[config.mk]
export PLATFORM = sky130hd
export DESIGN_NAME = swchrsp_pkt_fifo_ctrl
export DESIGN_NICKNAME = d
export VERILOG_FILES = /design/src/rtl/swchrsp_pkt_fifo_ctrl.sv
export SDC_FILE = /design/constraint.sdc
export NUM_CORES = 1
export LEC_CHECK = 0
export ABC_AREA = 1
export BUFFER_PORTS_ARGS = -buffer_cell sky130_fd_sc_hd__buf_2
export CELL_PAD_IN_SITES_DETAIL_PLACEMENT = 1
export CELL_PAD_IN_SITES_GLOBAL_PLACEMENT = 2
export CORE_ASPECT_RATIO = 1.75
export CORE_MARGIN = 2
export CORE_UTILIZATION = 26
export DETAILED_ROUTE_END_ITERATION = 6
export HOLD_SLACK_MARGIN = 0.02
export PLACE_DENSITY = 0.87
export SLEW_MARGIN = 15
export SYNTH_ARGS = -nofsm -noshare
export SYNTH_HDL_FRONTEND = slang
export SYNTH_SLANG_ARGS = --single-unit
[constraint.sdc]
create_clock -name clk -period 3.65 [get_ports clk]
set_clock_uncertainty 0.05 [all_clocks]
set_input_delay 0 -clock clk [delete_from_list [all_inputs] [get_ports clk]]
set_output_delay 0 -clock clk [all_outputs]
set_load 0.02 [all_outputs]
[src/rtl/swchrsp_pkt_fifo_ctrl.sv]
// Packet-aware store-and-forward FIFO controller for the switch-response packet memory.
// Only whole committed packets are exposed to the registered valid/ready read port.
module swchrsp_pkt_fifo_ctrl #(
  parameter int DWIDTH = 32,
  parameter int AWIDTH = 8
) (
  input  logic              clk,
  input  logic              rst_n,
  input  logic              in_valid,
  output logic              in_ready,
  input  logic [DWIDTH-2:0] in_data,
  input  logic              in_sop,
  input  logic              in_eop,
  input  logic              in_abort,
  output logic              out_valid,
  input  logic              out_ready,
  output logic [DWIDTH-2:0] out_data,
  output logic              out_eop,
  output logic [AWIDTH:0]   pkt_cnt,
  output logic [15:0]       drop_cnt,
  output logic [AWIDTH-1:0] f0_waddr,
  output logic [DWIDTH-1:0] f0_wdata,
  output logic              f0_write,
  output logic [AWIDTH-1:0] f0_raddr,
  input  logic [DWIDTH-1:0] f0_rdata
);

  localparam logic [AWIDTH:0] DEPTH   = {1'b1, {AWIDTH{1'b0}}};
  localparam logic [AWIDTH:0] PTR_ONE = {{AWIDTH{1'b0}}, 1'b1};

  typedef enum logic [1:0] {
    ST_IDLE = 2'd0,
    ST_PKT  = 2'd1,
    ST_DROP = 2'd2
  } state_e;

  state_e            state_q, state_d;
  logic [AWIDTH:0]   wr_ptr_q, wr_ptr_d;
  logic [AWIDTH:0]   cm_ptr_q, cm_ptr_d;
  logic [AWIDTH:0]   rd_ptr_q, rd_ptr_d;
  logic              out_valid_q, out_valid_d;
  logic [DWIDTH-2:0] out_data_q, out_data_d;
  logic              out_eop_q, out_eop_d;
  logic [AWIDTH:0]   pkt_cnt_q, pkt_cnt_d;
  logic [15:0]       drop_cnt_q, drop_cnt_d;

  logic full_s;
  logic avail_s;
  logic accept_s;
  logic write_s;
  logic commit_s;
  logic drop_s;
  logic load_s;
  logic pop_s;
  logic pop_eop_s;

  function automatic logic [15:0] sat_inc16(input logic [15:0] v);
    logic [15:0] r;
    if (v == 16'hFFFF) begin
      r = v;
    end else begin
      r = v + 16'd1;
    end
    return r;
  endfunction

  assign full_s   = (wr_ptr_q - rd_ptr_q) == DEPTH;
  assign avail_s  = (cm_ptr_q != rd_ptr_q);
  assign in_ready = (state_q == ST_DROP) ? 1'b1 : !full_s;
  assign accept_s = in_valid & in_ready;

  assign f0_write = write_s;
  assign f0_waddr = wr_ptr_q[AWIDTH-1:0];
  assign f0_wdata = {in_eop, in_data};
  assign f0_raddr = rd_ptr_q[AWIDTH-1:0];

  assign out_valid = out_valid_q;
  assign out_data  = out_data_q;
  assign out_eop   = out_eop_q;
  assign pkt_cnt   = pkt_cnt_q;
  assign drop_cnt  = drop_cnt_q;

  // Write-side framing: decide write, commit, rewind and drop for this cycle.
  always_comb begin
    state_d  = state_q;
    wr_ptr_d = wr_ptr_q;
    cm_ptr_d = cm_ptr_q;
    write_s  = 1'b0;
    commit_s = 1'b0;
    drop_s   = 1'b0;
    case (state_q)
      ST_IDLE: begin
        if (accept_s) begin
          if (in_abort) begin
            wr_ptr_d = cm_ptr_q;
            drop_s   = 1'b1;
            state_d  = in_eop ? ST_IDLE : ST_DROP;
          end else if (in_sop) begin
            write_s  = 1'b1;
            wr_ptr_d = wr_ptr_q + PTR_ONE;
            if (in_eop) begin
              commit_s = 1'b1;
              cm_ptr_d = wr_ptr_q + PTR_ONE;
            end else begin
              state_d = ST_PKT;
            end
          end else begin
            drop_s = 1'b1;
          end
        end else begin
          state_d = ST_IDLE;
        end
      end
      ST_PKT: begin
        // An open packet that fills the memory with nothing committed can never drain.
        if (full_s && (cm_ptr_q == rd_ptr_q)) begin
          wr_ptr_d = cm_ptr_q;
          drop_s   = 1'b1;
          state_d  = ST_DROP;
        end else if (accept_s) begin
          if (in_abort) begin
            wr_ptr_d = cm_ptr_q;
            drop_s   = 1'b1;
            state_d  = in_eop ? ST_IDLE : ST_DROP;
          end else begin
            write_s  = 1'b1;
            wr_ptr_d = wr_ptr_q + PTR_ONE;
            if (in_eop) begin
              commit_s = 1'b1;
              cm_ptr_d = wr_ptr_q + PTR_ONE;
              state_d  = ST_IDLE;
            end else begin
              state_d = ST_PKT;
            end
          end
        end else begin
          state_d = ST_PKT;
        end
      end
      ST_DROP: begin
        if (accept_s && in_eop) begin
          state_d = ST_IDLE;
        end else begin
          state_d = ST_DROP;
        end
      end
      default: begin
        state_d  = ST_IDLE;
        wr_ptr_d = cm_ptr_q;
      end
    endcase
  end

  // Read side: refill the output register whenever it is empty or being consumed.
  always_comb begin
    pop_s       = out_valid_q & out_ready;
    pop_eop_s   = pop_s & out_eop_q;
    load_s      = avail_s & (!out_valid_q | out_ready);
    rd_ptr_d    = rd_ptr_q;
    out_valid_d = out_valid_q;
    out_data_d  = out_data_q;
    out_eop_d   = out_eop_q;
    if (load_s) begin
      rd_ptr_d    = rd_ptr_q + PTR_ONE;
      out_valid_d = 1'b1;
      out_data_d  = f0_rdata[DWIDTH-2:0];
      out_eop_d   = f0_rdata[DWIDTH-1];
    end else if (pop_s) begin
      out_valid_d = 1'b0;
    end else begin
      out_valid_d = out_valid_q;
    end
  end

  // Packet and drop accounting.
  always_comb begin
    pkt_cnt_d  = pkt_cnt_q;
    drop_cnt_d = drop_cnt_q;
    case ({commit_s, pop_eop_s})
      2'b10:   pkt_cnt_d = pkt_cnt_q + PTR_ONE;
      2'b01:   pkt_cnt_d = pkt_cnt_q - PTR_ONE;
      default: pkt_cnt_d = pkt_cnt_q;
    endcase
    if (drop_s) begin
      drop_cnt_d = sat_inc16(drop_cnt_q);
    end else begin
      drop_cnt_d = drop_cnt_q;
    end
  end

  // State, pointer and output registers.
  always_ff @(posedge clk or negedge rst_n) begin
    if (!rst_n) begin
      state_q     <= ST_IDLE;
      wr_ptr_q    <= {(AWIDTH+1){1'b0}};
      cm_ptr_q    <= {(AWIDTH+1){1'b0}};
      rd_ptr_q    <= {(AWIDTH+1){1'b0}};
      out_valid_q <= 1'b0;
      out_data_q  <= {(DWIDTH-1){1'b0}};
      out_eop_q   <= 1'b0;
      pkt_cnt_q   <= {(AWIDTH+1){1'b0}};
      drop_cnt_q  <= 16'h0000;
    end else begin
      state_q     <= state_d;
      wr_ptr_q    <= wr_ptr_d;
      cm_ptr_q    <= cm_ptr_d;
      rd_ptr_q    <= rd_ptr_d;
      out_valid_q <= out_valid_d;
      out_data_q  <= out_data_d;
      out_eop_q   <= out_eop_d;
      pkt_cnt_q   <= pkt_cnt_d;
      drop_cnt_q  <= drop_cnt_d;
    end
  end

endmodule

# Word-level counts from Yosys, hierarchy flattened
# Cells that the tools add are included.
# W data, S select, Z words.
[op_classes]
addsub = 6
n_mul = 0
div_mod_pow = 0
order_cmp = 0
eq_ne = 18
shift = 0
muxes = 52
bitwise_logic = 7
reduce_logical = 12
[ops]
columns = ["cell", "count"]
rows = [
  ["$mux W9", 13],
  ["$pmux W9 S2", 2],
  ["$add A9 B1 Y9 const B", 3],
  ["$pmux W9 S3", 1],
  ["$mux W1", 23],
  ["$mux W2", 9],
  ["$add A16 B1 Y16 const B", 1],
  ["$eq A16 B16 Y1 const B", 1],
  ["$ne A2 B2 Y1 const B", 6],
  ["$eq A9 B9 Y1", 1],
  ["$eq A9 B9 Y1 const B", 1],
  ["$ne A9 B9 Y1", 1],
  ["$sub A9 B1 Y9 const B", 1],
  ["$sub A9 B9 Y9", 1],
  ["$ne A4 B4 Y1 const B", 2],
  ["$reduce_and A7 Y1", 1],
  ["$ne A3 B3 Y1 const B", 2],
  ["$pmux W1 S2", 3],
  ["$pmux W2 S3", 1],
  ["$reduce_bool A2 Y1", 3],
  ["$and A1 B1 Y1", 4],
  ["$eq A2 B1 Y1 const B", 2],
  ["$eq A2 B2 Y1 const B", 2],
  ["$reduce_and A2 Y1", 2],
  ["6 further kinds", 9],
]
[word_totals]
regBits = 87
latchBits = 0
ramBits = 0
romBits = 0
word_cells = 104
mem_count = 0

# Longest topological paths before layout
# Gate-level depths: netlist of run 1.
[depth]
depth_word = 10
depth_mapped = 30

# Least setup slack after synthesis of run 1
# No wires, ideal clock.
[synth_timing]
kind = "register to register"
from = "register rd_ptr_q[2]"
to = "register pkt_cnt_q[7] (netlist: pkt_cnt[7])"
setup_time_ns = 0.121
arrival_ns = 3.706
required_time_ns = 3.479
setup_slack_ns = -0.227
stages_incl_launch_ff = 24
period_less_slack_ns = 3.877
cell_sequence = "dfrtp_1 > inv_1 > ha_1 > or2_4 > nand3_2 > nand2_1 > nand2_1 > nand2_2 > nor2_2 > nand4_4 > nand3_1 > nand2_2 > nand3_2 > ha_1 > ha_1 > a21oi_1 > nand2_1 > nand2_1 > nand2_1 > a21oi_1 > nor2_1 > o21ai_0 > a21oi_1 > o22a_1"
[synth_via]
elab_chain_cells = 10
word_cells_on_any_way = 15
[synth_rtl]
columns = ["element", "line_no", "rtl"]
rows = [
  ["start, declared", "40", "logic [AWIDTH:0] rd_ptr_q, rd_ptr_d;"],
  ["start signal, assigned", "197", "rd_ptr_q <= {(AWIDTH+1){1'b0}};"],
  ["start signal, assigned", "207", "rd_ptr_q <= rd_ptr_d;"],
  ["$sub A9 B9 Y9 (*)", "67", "assign full_s = (wr_ptr_q - rd_ptr_q) == DEPTH;"],
  ["$eq A9 B9 Y1 (*)", "67", ""],
  ["$logic_not A1 Y1 (*)", "69", "assign in_ready = (state_q == ST_DROP) ? 1'b1 : !full_s;"],
  ["$mux W1 (*)", "69", ""],
  ["named net in_ready", "10", "output logic in_ready,"],
  ["$and A1 B1 Y1 (*)", "70", "assign accept_s = in_valid & in_ready;"],
  ["$mux W1", "120", "end else if (accept_s) begin"],
  ["$mux W1", "116", "if (full_s && (cm_ptr_q == rd_ptr_q)) begin"],
  ["$pmux W1 S2 (*)", "91", "case (state_q)"],
  ["$eq A2 B1 Y1 / $eq A2 B2 Y1 (equally long branches)", "179", "case ({commit_s, pop_eop_s})"],
  ["$pmux W9 S2 / $reduce_bool A2 Y1 (equally long branches)", "--", ""],
  ["end signal, assigned", "201", "pkt_cnt_q <= {(AWIDTH+1){1'b0}};"],
  ["end signal, assigned", "211", "pkt_cnt_q <= pkt_cnt_d;"],
  ["end, declared", "44", "logic [AWIDTH:0] pkt_cnt_q, pkt_cnt_d;"],
]
# The timed path passes the listed nets; every way through them passes the cells marked *.
# A chain may end at the register's enable or synchronous reset.

# Worst setup path in the final report of run 1
[layout_timing]
from = "register rd_ptr_q[2]"
to = "register pkt_cnt_q[8] (netlist: pkt_cnt[8])"
[layout_via]
elab_chain_cells = 10
word_cells_on_any_way = 15
[layout_rtl]
columns = ["element", "line_no"]
rows = [
  ["$sub A9 B9 Y9", "67"],
  ["$eq A9 B9 Y1", "67"],
  ["$logic_not A1 Y1", "69"],
  ["$mux W1", "69"],
  ["$and A1 B1 Y1", "70"],
  ["$mux W1", "120"],
  ["$mux W1", "116"],
  ["$pmux W1 S2 (*)", "91"],
  ["$eq A2 B1 Y1 / $eq A2 B2 Y1 (equally long branches)", "179"],
  ["$pmux W9 S2 / $reduce_bool A2 Y1 (equally long branches)", "--"],
]
# Every way passes the cells marked *; elsewhere a longest branch is shown, timed or not.

==> results of run 1 <==
## how the worst min path moves through the flow
stage                        to  slack (ns)
floorplan           cm_ptr_q[0]       -0.35
global placement    f0_wdata[0]       -0.05
detailed placement  f0_wdata[0]       -0.05
CTS                  state_q[0]        0.11
global route         state_q[0]        0.17
finish               state_q[0]        0.12
## layout by cell type (no fill, tap or decap), types with 2 or more instances in the layout
master	instances
o21ai_0	15
ha_4	11
nor2_1	31
nor2_4	2
buf_2	114
o21ai_2	5
nand2_2	27
nand3_2	7
ha_1	8
inv_2	11
inv_1	53
xnor2_1	14
o21ai_1	2
nand3_1	76
nor2_2	6
nor4_1	2
dfrtp_1	87
nand2_1	157
o211ai_1	2
a21oi_2	5
nor3_1	5
dlygate4sd3_1	66
a22o_1	2
nand4_1	7
clkbuf_16	9
nand3b_1	2
inv_8	3
buf_4	41
mux2_2	33
a21oi_1	7
nand2_4	6
xor2_1	23
## critical path, delay by kind of cell (launching register included)
kind / cells / cell delay [ns]
and+or+nand+nor: 19 / 1.54
adders and majority gates: 3 / 0.80
DFF: 1 / 0.39
AOI/OAI and AO/OA: 2 / 0.28
xor gates and xnor gates: 1 / 0.14
buffers and inverters: 1 / 0.09
## final cells by class
cell class / count / share of cell area
well taps: 292 / 0.0478
inverters: 65 / 0.0319
clock buffers: 9 / 0.0295
multi-input cells: 466 / 0.393
flip-flops and latches: 87 / 0.285
clock inverters: 7 / 0.00982
repair buffers: 222 / 0.203
## synthesized netlist by cell type, types with 2 or more instances
cell type	instances	share of area
o21ai_0	17	0.015
o211ai_1	2	0.0027
buf_2	6	0.0053
a21oi_1	12	0.011
buf_4	48	0.064
nand2_1	166	0.11
nand4_1	7	0.0078
xnor2_1	14	0.022
buf_6	3	0.0060
nand3b_1	2	0.0027
mux2_2	33	0.066
inv_2	4	0.0027
nor2_1	33	0.022
ha_1	19	0.042
a22o_1	2	0.0031
clkbuf_1	4	0.0027
nand2_2	19	0.021
nor4_1	2	0.0022
nand2_4	5	0.010
nand3_1	80	0.071
dfrtp_1	87	0.39
xor2_1	23	0.036
o21ai_2	4	0.0062
inv_1	60	0.040
nor2_2	6	0.0067
nor3_1	5	0.0044
nand3_2	4	0.0071
## state kept, by name (all words and copies together), names as in the netlist
register,flops
state_q,2
cm_ptr_q,9
drop_cnt,16
out_data,31
rd_ptr_q,9
wr_ptr_q,9
out_eop,1
pkt_cnt,9
out_valid,1
## per-stage QoR
step           area [µm²]  TNS (ns)   util  worst slack (ns)
2_1_floorplan        5650   -0.0134      -           -0.0134
3_3_place_gp         6440         0  0.301            0.0120
3_5_place_dp         6440    -0.160  0.301            -0.115
4_1_cts              7430         0  0.347           0.00344
5_1_grt              7640   -0.0165  0.357           -0.0165
6_report             7640         0  0.357             0.231
## logic make-up (layout without fill, tap and decap cells)
kind of cell               Yosys count  in the layout  share of synthesized area
adders and majority gates           20             20                     0.0458
buffers and inverters              127            303                      0.122
and+or+nand+nor                    334            334                      0.276
xor gates and xnor gates            37             37                     0.0576
DFF                                 87             87                      0.387
muxes                               33             33                     0.0660
AOI/OAI and AO/OA                   42             42                     0.0460
## power breakdown
part           internal [mW]  switching, mW
clock network          0.487          0.457
registers               1.21          0.264
logic                   1.24           1.85
total                   2.94           2.57
## metal layers
layer  routed length, µm  track usage
met5                   0            0
met4                 586       0.0562
met3                 460       0.0158
met2               11300        0.341
met1                6280        0.160
## what timing repair did
action                                  CTS  global route
hold buffers                             66             0
cloned                                    0             0
hold endpoints to repair                127             0
buffers inserted                          0             2
resized for setup                         7            42
pin swaps                                 1            13
endpoints found under the setup margin    2             4
==> results.py, run 1 <==
metrics = {
    "outcome": {
        "outcome": "finished, final reports clean",
    },
    "logic_synthesis": {
        "ys_types": 40,
        "synth_area_per_cell_um2": 8.28,
        "async_flop_share": 1.00,
        "netlist_instances": 680,
        "synth_flop_cell": "dfrtp_1",
        "yosysSeqAreaShare": 0.387,
        "yosysWarnings": 0,
        "syn_nets": 770,
        "synth_seq_cells": 87,
        "synth_edf_count": 0,
        "netlist_area_um2": 5630,
    },
    "worst_hold_path": {
        "hold_depth": 5,
        "hp-start": "in_sop",
        "min_path_type": "input pin to flip-flop",
    },
    "placed_design": {
        "place_hpwl_um": 13900,
        "gp_congestion": 0.838,
        "dp_cells": 1064,
        "portBuffers": 115,
    },
    "clock_tree": {
        "cts_tree": "done",
        "cts_max_level": 3,
        "clk_latency_ns": 0.35,
        "clockBufferDepth": 2,
        "root_buffer": "clkbuf_16",
        "clock_sinks": 87,
        "path_clk_slew_ns": 0.07,
        "cts_made_buffers": 9,
    },
    "worst_setup_path": {
        "max_stage_delay_ns": 0.39,
        "crit_start": "rd_ptr_q[2]",
        "worstPathMaxFanout": 7,
        "worst-setup-path-type": "flip-flop to flip-flop",
        "cp.required_ns": 3.84,
        "reg2reg_depth": 26,
        "rrSetupSlack_ns": 0.23,
        "endpoint": "pkt_cnt[8]",
        "worst_ep_arrival_time_ns": 3.61,
        "r2r-end": "pkt_cnt[8]",
        "slowest_stage": "dfrtp_1",
        "critical_path.endpoint_type": "flip-flop",
        "r2r_start": "rd_ptr_q[2]",
        "worstSetupStartpointType": "flip-flop",
    },
    "cells_and_area": {
        "nNetsFinal": 941,
        "seqCellArea_um2": 2180,
        "multi_input_area_um2": 3000,
        "drive_gt1_frac": 0.341,
        "area_growth_syn_to_layout_pct": 35.8,
        "n_antenna_cell": 0,
        "fillers": 2535,
        "layout.cells.non_filler": 1148,
    },
    "floorplanning": {
        "ios": 178,
        "rows": 71,
        "die_h_um": 199,
        "start_util": 0.263,
        "core_um2": 21400,
        "dieArea_um2": 22900,
        "die-width_um": 115,
    },
    "power_and_ir_drop": {
        "finalPower_mw": 5.50,
        "ir_drop_mv": 0.276,
        "powerDensity_nw_per_um2": 720,
        "p_leak_nw": 3.81,
    },
    "drt": {
        "drtIter0Drc": 136,
        "drt-total-wl_um": 18700,
        "viasPerCell": 4.59,
        "vias": 5266,
        "dr.pass1.iters": 4,
        "wire_per_inst_um": 16.3,
        "post-route-drc-count": 0,
        "ant_nets": 0,
    },
    "job": {
        "maxCapViolations": 0,
    },
    "sta": {
        "hold_slack_ns": 0.122,
        "finalSetupViolations": 0,
        "finalCritPeriodShare": 0.937,
        "relSlewSlack": 0.439,
        "hold_viol_final": 0,
        "timing.final.crit_period_ns": 3.42,
        "slew_viol_final": 0,
        "fmax_ghz": 0.292,
        "tightest_slew_ns": 0.842,
    },
    "global_route": {
        "grt_pass1_vias": 5597,
        "grt_max_degree": 64,
        "track_usage": 0.163,
        "antenna_found_initial": 0,
        "grt_pass1_wl_um": 29100,
        "gr-total-overflow": 0,
    },
}
No activity file was read; power rests on OpenSTA's default activity.
==> run 2: changes to the inputs <==
--- a/config.mk
+++ b/config.mk
@@ -11,10 +11,10 @@
 export CELL_PAD_IN_SITES_GLOBAL_PLACEMENT = 2
 export CORE_ASPECT_RATIO = 1.75
 export CORE_MARGIN = 2
-export CORE_UTILIZATION = 26
+export CORE_UTILIZATION = 29
 export DETAILED_ROUTE_END_ITERATION = 6
 export HOLD_SLACK_MARGIN = 0.02
-export PLACE_DENSITY = 0.87
+export PLACE_DENSITY = 0.91
 export SLEW_MARGIN = 15
 export SYNTH_ARGS = -nofsm -noshare
 export SYNTH_HDL_FRONTEND = slang
==> constraint.sdc (replaced) <==
create_clock -name clk -period 3.21 [get_ports clk]
set_clock_uncertainty 0.05 [all_clocks]
set_input_delay 0 -clock clk [delete_from_list [all_inputs] [get_ports clk]]
set_output_delay 0 -clock clk [all_outputs]
set_load 0.02 [all_outputs]
==> run 2 against run 1 <==
  * The run now ends with setup timing left
  * Non-clock buffer count is 33 higher
  * Critical path depth stayed put
  * Sequential share of layout area is 0.84 points lower
  * Clock power rose by 18%
  * Critical path type unchanged
  * Critical endpoint unchanged
  * Largest cell class unchanged
  * Largest power group unchanged
  * Highest routed layer unchanged
==> results.py, run 2 (synthesis gave the netlist of run 1 again) <==
metrics = {
    "outcome": {
        "outcome": "complete, but fails checks",
        "violations": "setup timing",
    },
    "cells_and_area": {
        "drive_gt1_frac": 0.380,
        "final_common_cell": "nand2_1",
        "nNetsFinal": 974,
        "largest_reg_flops": 31,
        "n_antenna_cell": 0,
        "layout_common_cells": "nand2_1 (149), buf_2 (114), dfrtp_1 (87)",
        "area_growth_syn_to_layout_pct": 39.9,
        "stdcell_area_um2": 7870,
    },
    "global_route": {
        "track_usage": 0.188,
        "grt_max_degree": 71,
        "grt_pass1_vias": 5853,
        "grt_pass1_wl_um": 29900,
        "antenna_found_initial": 0,
        "gr-total-overflow": 0,
    },
    "sta": {
        "layout_setup_ws_ns": -0.392,
        "finalCritPeriodShare": 1.12,
        "rsz0062_at_grt": "yes",
        "hold_slack_ns": 0.128,
        "relSlewSlack": 0.360,
        "tightest_slew_ns": 0.960,
        "hold_viol_final": 0,
        "timing.final.crit_period_ns": 3.60,
        "fmax_ghz": 0.278,
        "finalSetupViolations": 4,
        "slew_viol_final": 0,
    },
    "power_and_ir_drop": {
        "seqPwrFrac": 0.251,
        "powerDensity_nw_per_um2": 849,
        "internal_power_mw": 3.60,
        "ir_drop_mv": 0.342,
        "p_leak_nw": 3.99,
        "p_sw_frac": 0.460,
        "power_switching_mw": 3.08,
        "clkPwrFrac": 0.167,
        "power_frac_comb": 0.582,
    },
    "clock_tree": {
        "cts_made_buffers": 9,
        "clock_sinks": 87,
        "path_clk_slew_ns": 0.07,
        "root_buffer": "clkbuf_16",
        "clockBufferDepth": 2,
        "cts_tree": "done",
        "clk_latency_ns": 0.35,
        "cts_max_level": 3,
    },
    "floorplanning": {
        "ios": 178,
        "core_um2": 19100,
        "die-width_um": 109,
        "dieArea_um2": 20600,
        "rows": 67,
        "start_util": 0.294,
        "die_h_um": 188,
    },
    "drt": {
        "viasPerCell": 4.80,
        "drtIter0Drc": 107,
        "wire_per_inst_um": 17.0,
        "post-route-drc-count": 0,
        "vias": 5425,
        "dr.pass1.iters": 4,
        "drt-total-wl_um": 19200,
        "ant_nets": 0,
    },
    "job": {
        "maxCapViolations": 0,
    },
    "worst_hold_path": {
        "hold_depth": 4,
        "whs_endpoint": "state_q[1]",
        "min_path_type": "input pin to flip-flop",
        "hp-start": "in_abort",
    },
    "worst_setup_path": {
        "rrSetupSlack_ns": -0.39,
        "worstSetupStartpointType": "flip-flop",
        "worstPathMaxFanout": 7,
        "cp.required_ns": 3.41,
        "critical_path.endpoint_type": "flip-flop",
        "reg2reg_depth": 26,
        "worst-setup-path-type": "flip-flop to flip-flop",
        "worst_ep_arrival_time_ns": 3.80,
        "r2r-end": "pkt_cnt[8]",
        "r2r_start": "rd_ptr_q[2]",
    },
    "placed_design": {
        "place_hpwl_um": 13600,
        "placed_cell_area_um2": 6640,
        "gp_congestion": 0.869,
        "preCtsSetupSlack_ns": -0.404,
        "portBuffers": 115,
    },
}
==> run 2: worst max path at each step <==
| stage | start | end | slack [ns] | cells past startpoint |
|---|---|---|---|---|
| 2_1_floorplan | rd_ptr_q[2] | pkt_cnt[8] | -0.22 | 26 |
| 3_3_place_gp | rd_ptr_q[5] | pkt_cnt[7] | -0.23 | 26 |
| 3_5_place_dp | wr_ptr_q[0] | pkt_cnt[7] | -0.40 | 28 |
| 4_1_cts | rd_ptr_q[2] | pkt_cnt[7] | -0.30 | 23 |
| 5_1_grt | rd_ptr_q[5] | pkt_cnt[8] | -0.64 | 28 |
| 6_report | rd_ptr_q[2] | pkt_cnt[8] | -0.39 | 26 |
==> run 2: power groups by stage <==
stage          registers, mW  logic (mW)  clock network [mW]
2_1_floorplan           1.84        2.15                   0
3_3_place_gp            1.67        3.33                   0
3_5_place_dp            1.69        3.42                   0
4_1_cts                 1.67        3.68                1.14
5_1_grt                 1.71        4.24                1.18
6_report                1.68        3.89                1.11
==> run 2: worst max-delay path, cell delays in order, from the launching register on <==
cell	delay (ns)
dfrtp_1	0.39
inv_2	0.09
ha_4	0.22
or2_4	0.26
nand3_2	0.08
nand2_1	0.05
nand2_1	0.07
nand2_2	0.08
nand2_2	0.07
nor2_2	0.05
nand4_4	0.09
nand3_2	0.10
nand2_4	0.08
nand3_4	0.08
ha_4	0.21
fa_2	0.41
nand3_2	0.09
nand3_2	0.09
nand2_2	0.10
nand2_2	0.05
a21oi_2	0.15
nor2_2	0.07
o21ai_1	0.16
nand2_1	0.09
xor2_1	0.16
nand2_1	0.07
nand2_1	0.05
==> run 2: what timing repair did <==
action,CTS,global route
endpoints found under the hold margin,133,0
hold buffers,66,0
setup buffers,7,11
setup endpoints to repair,4,6
resized for setup,21,24
pin swaps,29,37
==> run 2: cell type report <==
cell class	instances	area, µm²
Clock buffer	10	229
Sequential cell	87	2180
Tap cell	241	302
Fill cell	2278	11200
Clock inverter	6	76.3
Inverter	65	244
Multi-Input combinational cell	466	3050
Timing Repair Buffer	255	1800
==> run 2: per-layer routing <==
| layer | vias up | wire, µm | global-route usage |
|---|---|---|---|
| met1 | 2661 | 6410 | 0.179 |
| met4 | 0 | 904 | 0.0910 |
| met2 | 162 | 11200 | 0.375 |
| met3 | 43 | 676 | 0.0277 |
| li1 | 2559 | - | - |
| met5 | - | 0 | 0 |
==> run 2: through the flow <==
step	setup TNS, ns	util	power, mW	instances
floorplan	-0.462	-	3.99	680
global placement	-0.429	0.347	5.00	1030
detailed placement	-0.859	0.347	5.11	1030
CTS	-0.910	0.404	6.50	1119
global route	-2.25	0.412	7.14	1130
finish	-1.20	0.412	6.68	1130
==> run 3: changes to the inputs <==
==> constraint.sdc (replaced) <==
create_clock -name clk -period 3.21 [get_ports clk]
set_clock_uncertainty 0.05 [all_clocks]
set_input_delay 0.321 -clock clk [delete_from_list [all_inputs] [get_ports clk]]
set_output_delay 0.321 -clock clk [all_outputs]
set_load 0.02 [all_outputs]
==> run 3 against run 2 <==
  * The flow still finishes with violations (setup timing)
  * Via count decreased by 5.2%
  * First-iteration DRC count fell by 8.4%
  * Hold slack better by 0.013 ns
  * Non-clock buffer count down 61
  * Register-to-register slack gained 0.11 ns
  * Count of clock-buffer cells in the layout stayed put
  * Die area stayed put
  * Final cell count down 5.3%
  * Critical endpoint unchanged
  * Largest cell class unchanged
==> results.py, run 3 (synthesis gave the netlist of run 1 again) <==
metrics = {
    "clock_tree": {
        "root_buffer": "clkbuf_16",
        "clock_sinks": 87,
        "clk_latency_ns": 0.36,
        "cts_tree": "done",
        "clockBufferDepth": 2,
        "path_clk_slew_ns": 0.07,
        "cts_made_buffers": 9,
        "cts_max_level": 3,
    },
    "sta": {
        "setup-tns-final_ns": -0.908,
        "tightest_slew_ns": 0.492,
        "rsz0062_at_grt": "yes",
        "hold_slack_ns": 0.140,
        "slew_viol_final": 0,
        "hold_viol_final": 0,
        "finalCritPeriodShare": 1.09,
        "finalSetupViolations": 10,
        "timing.final.crit_period_ns": 3.49,
        "relSlewSlack": 0.672,
        "fmax_ghz": 0.287,
        "layout_setup_ws_ns": -0.280,
    },
    "power_and_ir_drop": {
        "p_leak_nw": 3.76,
        "powerDensity_nw_per_um2": 910,
        "finalPower_mw": 6.68,
        "ir_drop_mv": 0.342,
    },
    "cells_and_area": {
        "fillers": 2323,
        "area_growth_syn_to_layout_pct": 30.4,
        "multi_input_area_um2": 3130,
        "layout_common_cells": "nand2_1 (144), buf_2 (114), dfrtp_1 (87)",
        "drive_gt1_frac": 0.432,
        "seqCellArea_um2": 2180,
        "final_common_cell": "nand2_1",
        "nNetsFinal": 914,
        "largest_reg_flops": 31,
        "n_antenna_cell": 0,
        "layout.cells.non_filler": 1070,
    },
    "drt": {
        "drt-total-wl_um": 17900,
        "drtIter0Drc": 98,
        "dr.pass1.iters": 4,
        "ant_nets": 0,
        "vias": 5145,
        "viasPerCell": 4.81,
        "post-route-drc-count": 0,
        "wire_per_inst_um": 16.7,
    },
    "floorplanning": {
        "core_um2": 19100,
        "die_h_um": 188,
        "rows": 67,
        "start_util": 0.294,
        "ios": 178,
        "die-width_um": 109,
        "dieArea_um2": 20600,
    },
    "worst_setup_path": {
        "cp.required_ns": 3.42,
        "worst_ep_arrival_time_ns": 3.70,
        "r2r-end": "pkt_cnt[8]",
        "worstSetupStartpointType": "flip-flop",
        "worst-setup-path-type": "flip-flop to flip-flop",
        "critical_path.endpoint_type": "flip-flop",
        "rrSetupSlack_ns": -0.28,
        "reg2reg_depth": 26,
        "r2r_start": "rd_ptr_q[2]",
        "worstPathMaxFanout": 6,
    },
    "job": {
        "maxCapViolations": 0,
    },
    "placed_design": {
        "dp_cells": 1026,
        "place_hpwl_um": 13500,
        "portBuffers": 115,
        "gp_congestion": 0.864,
    },
    "global_route": {
        "grt_pass1_vias": 5634,
        "grt_max_degree": 88,
        "antenna_found_initial": 0,
        "gr-total-overflow": 0,
        "track_usage": 0.181,
        "grt_pass1_wl_um": 28200,
    },
    "worst_hold_path": {
        "hold_depth": 2,
        "hp-start": "f0_rdata[19]",
        "whs_endpoint": "out_data[19]",
        "min_path_type": "input pin to flip-flop",
    },
    "outcome": {
        "violations": "setup timing",
        "outcome": "complete, but fails checks",
    },
}
-- run 3: per-stage QoR --
step	worst slack [ns]	utilization	area, µm²
global route	-0.548	0.384	7340
finish	-0.280	0.384	7340
floorplan	-0.219	-	5780
detailed placement	-0.396	0.346	6620
CTS	-0.254	0.375	7180
global placement	-0.226	0.346	6620
-- run 3: what timing repair did --
item                                    4_1_cts  5_1_grt
gates resized for setup                      34       26
cloned                                        0        1
pin swaps                                    14       32
endpoints found under the hold margin        87        0
endpoints found under the setup margin        4       16
setup buffers                                21        7
hold buffers                                  1        0
-- run 3: routing by layer --
| layer | track usage | part of all wire |
|---|---|---|
| met2 | 0.362 | 0.60 |
| met4 | 0.110 | 0.054 |
| met1 | 0.161 | 0.32 |
| met5 | 0 | 0 |
| met3 | 0.0239 | 0.030 |
-- run 3: cell type report --
| cell class | instances | share of cell area |
|---|---|---|
| multi-input combinational | 467 | 0.427 |
| clock buffer | 10 | 0.0312 |
| tap | 241 | 0.0411 |
| clock inverter | 6 | 0.00904 |
| timing repair buffer | 194 | 0.162 |
| inverter | 65 | 0.0332 |
| sequential | 87 | 0.297 |
-- run 3: worst max path at each step --
stage                 from          to  slack, ns  depth (start not counted)
6_report       rd_ptr_q[2]  pkt_cnt[8]      -0.28                         26
5_1_grt        rd_ptr_q[2]  pkt_cnt[8]      -0.55                         26
4_1_cts        rd_ptr_q[2]  pkt_cnt[8]      -0.25                         26
3_5_place_dp   rd_ptr_q[5]  pkt_cnt[7]      -0.40                         26
3_3_place_gp   rd_ptr_q[2]  pkt_cnt[7]      -0.23                         23
2_1_floorplan  rd_ptr_q[2]  pkt_cnt[8]      -0.22                         26
-- run 3: critical path, stage by stage (launching register included) --
cell	delay (ns)
dfrtp_1	0.39
inv_2	0.09
ha_4	0.23
or2_4	0.26
nand3_2	0.10
nand3_1	0.10
nand2_2	0.10
inv_2	0.04
nand3_2	0.08
nor2_4	0.04
nand3_2	0.07
nand2_2	0.07
inv_2	0.08
nand3_4	0.09
ha_4	0.21
fa_2	0.39
nand3_2	0.09
nand3_2	0.09
nand2_2	0.09
nand2_2	0.05
a21oi_2	0.15
nor2_2	0.05
o21ai_1	0.14
nand2_1	0.08
xor2_1	0.14
nand2_1	0.06
nand2_1	0.05
-- run 3: where the power goes --
group	leakage, nW	internal [mW]	total (mW)	switching (mW)
Combinational	2.53	1.64	3.90	2.27
Sequential	1.08	1.38	1.68	0.301
Clock	0.148	0.610	1.09	0.484
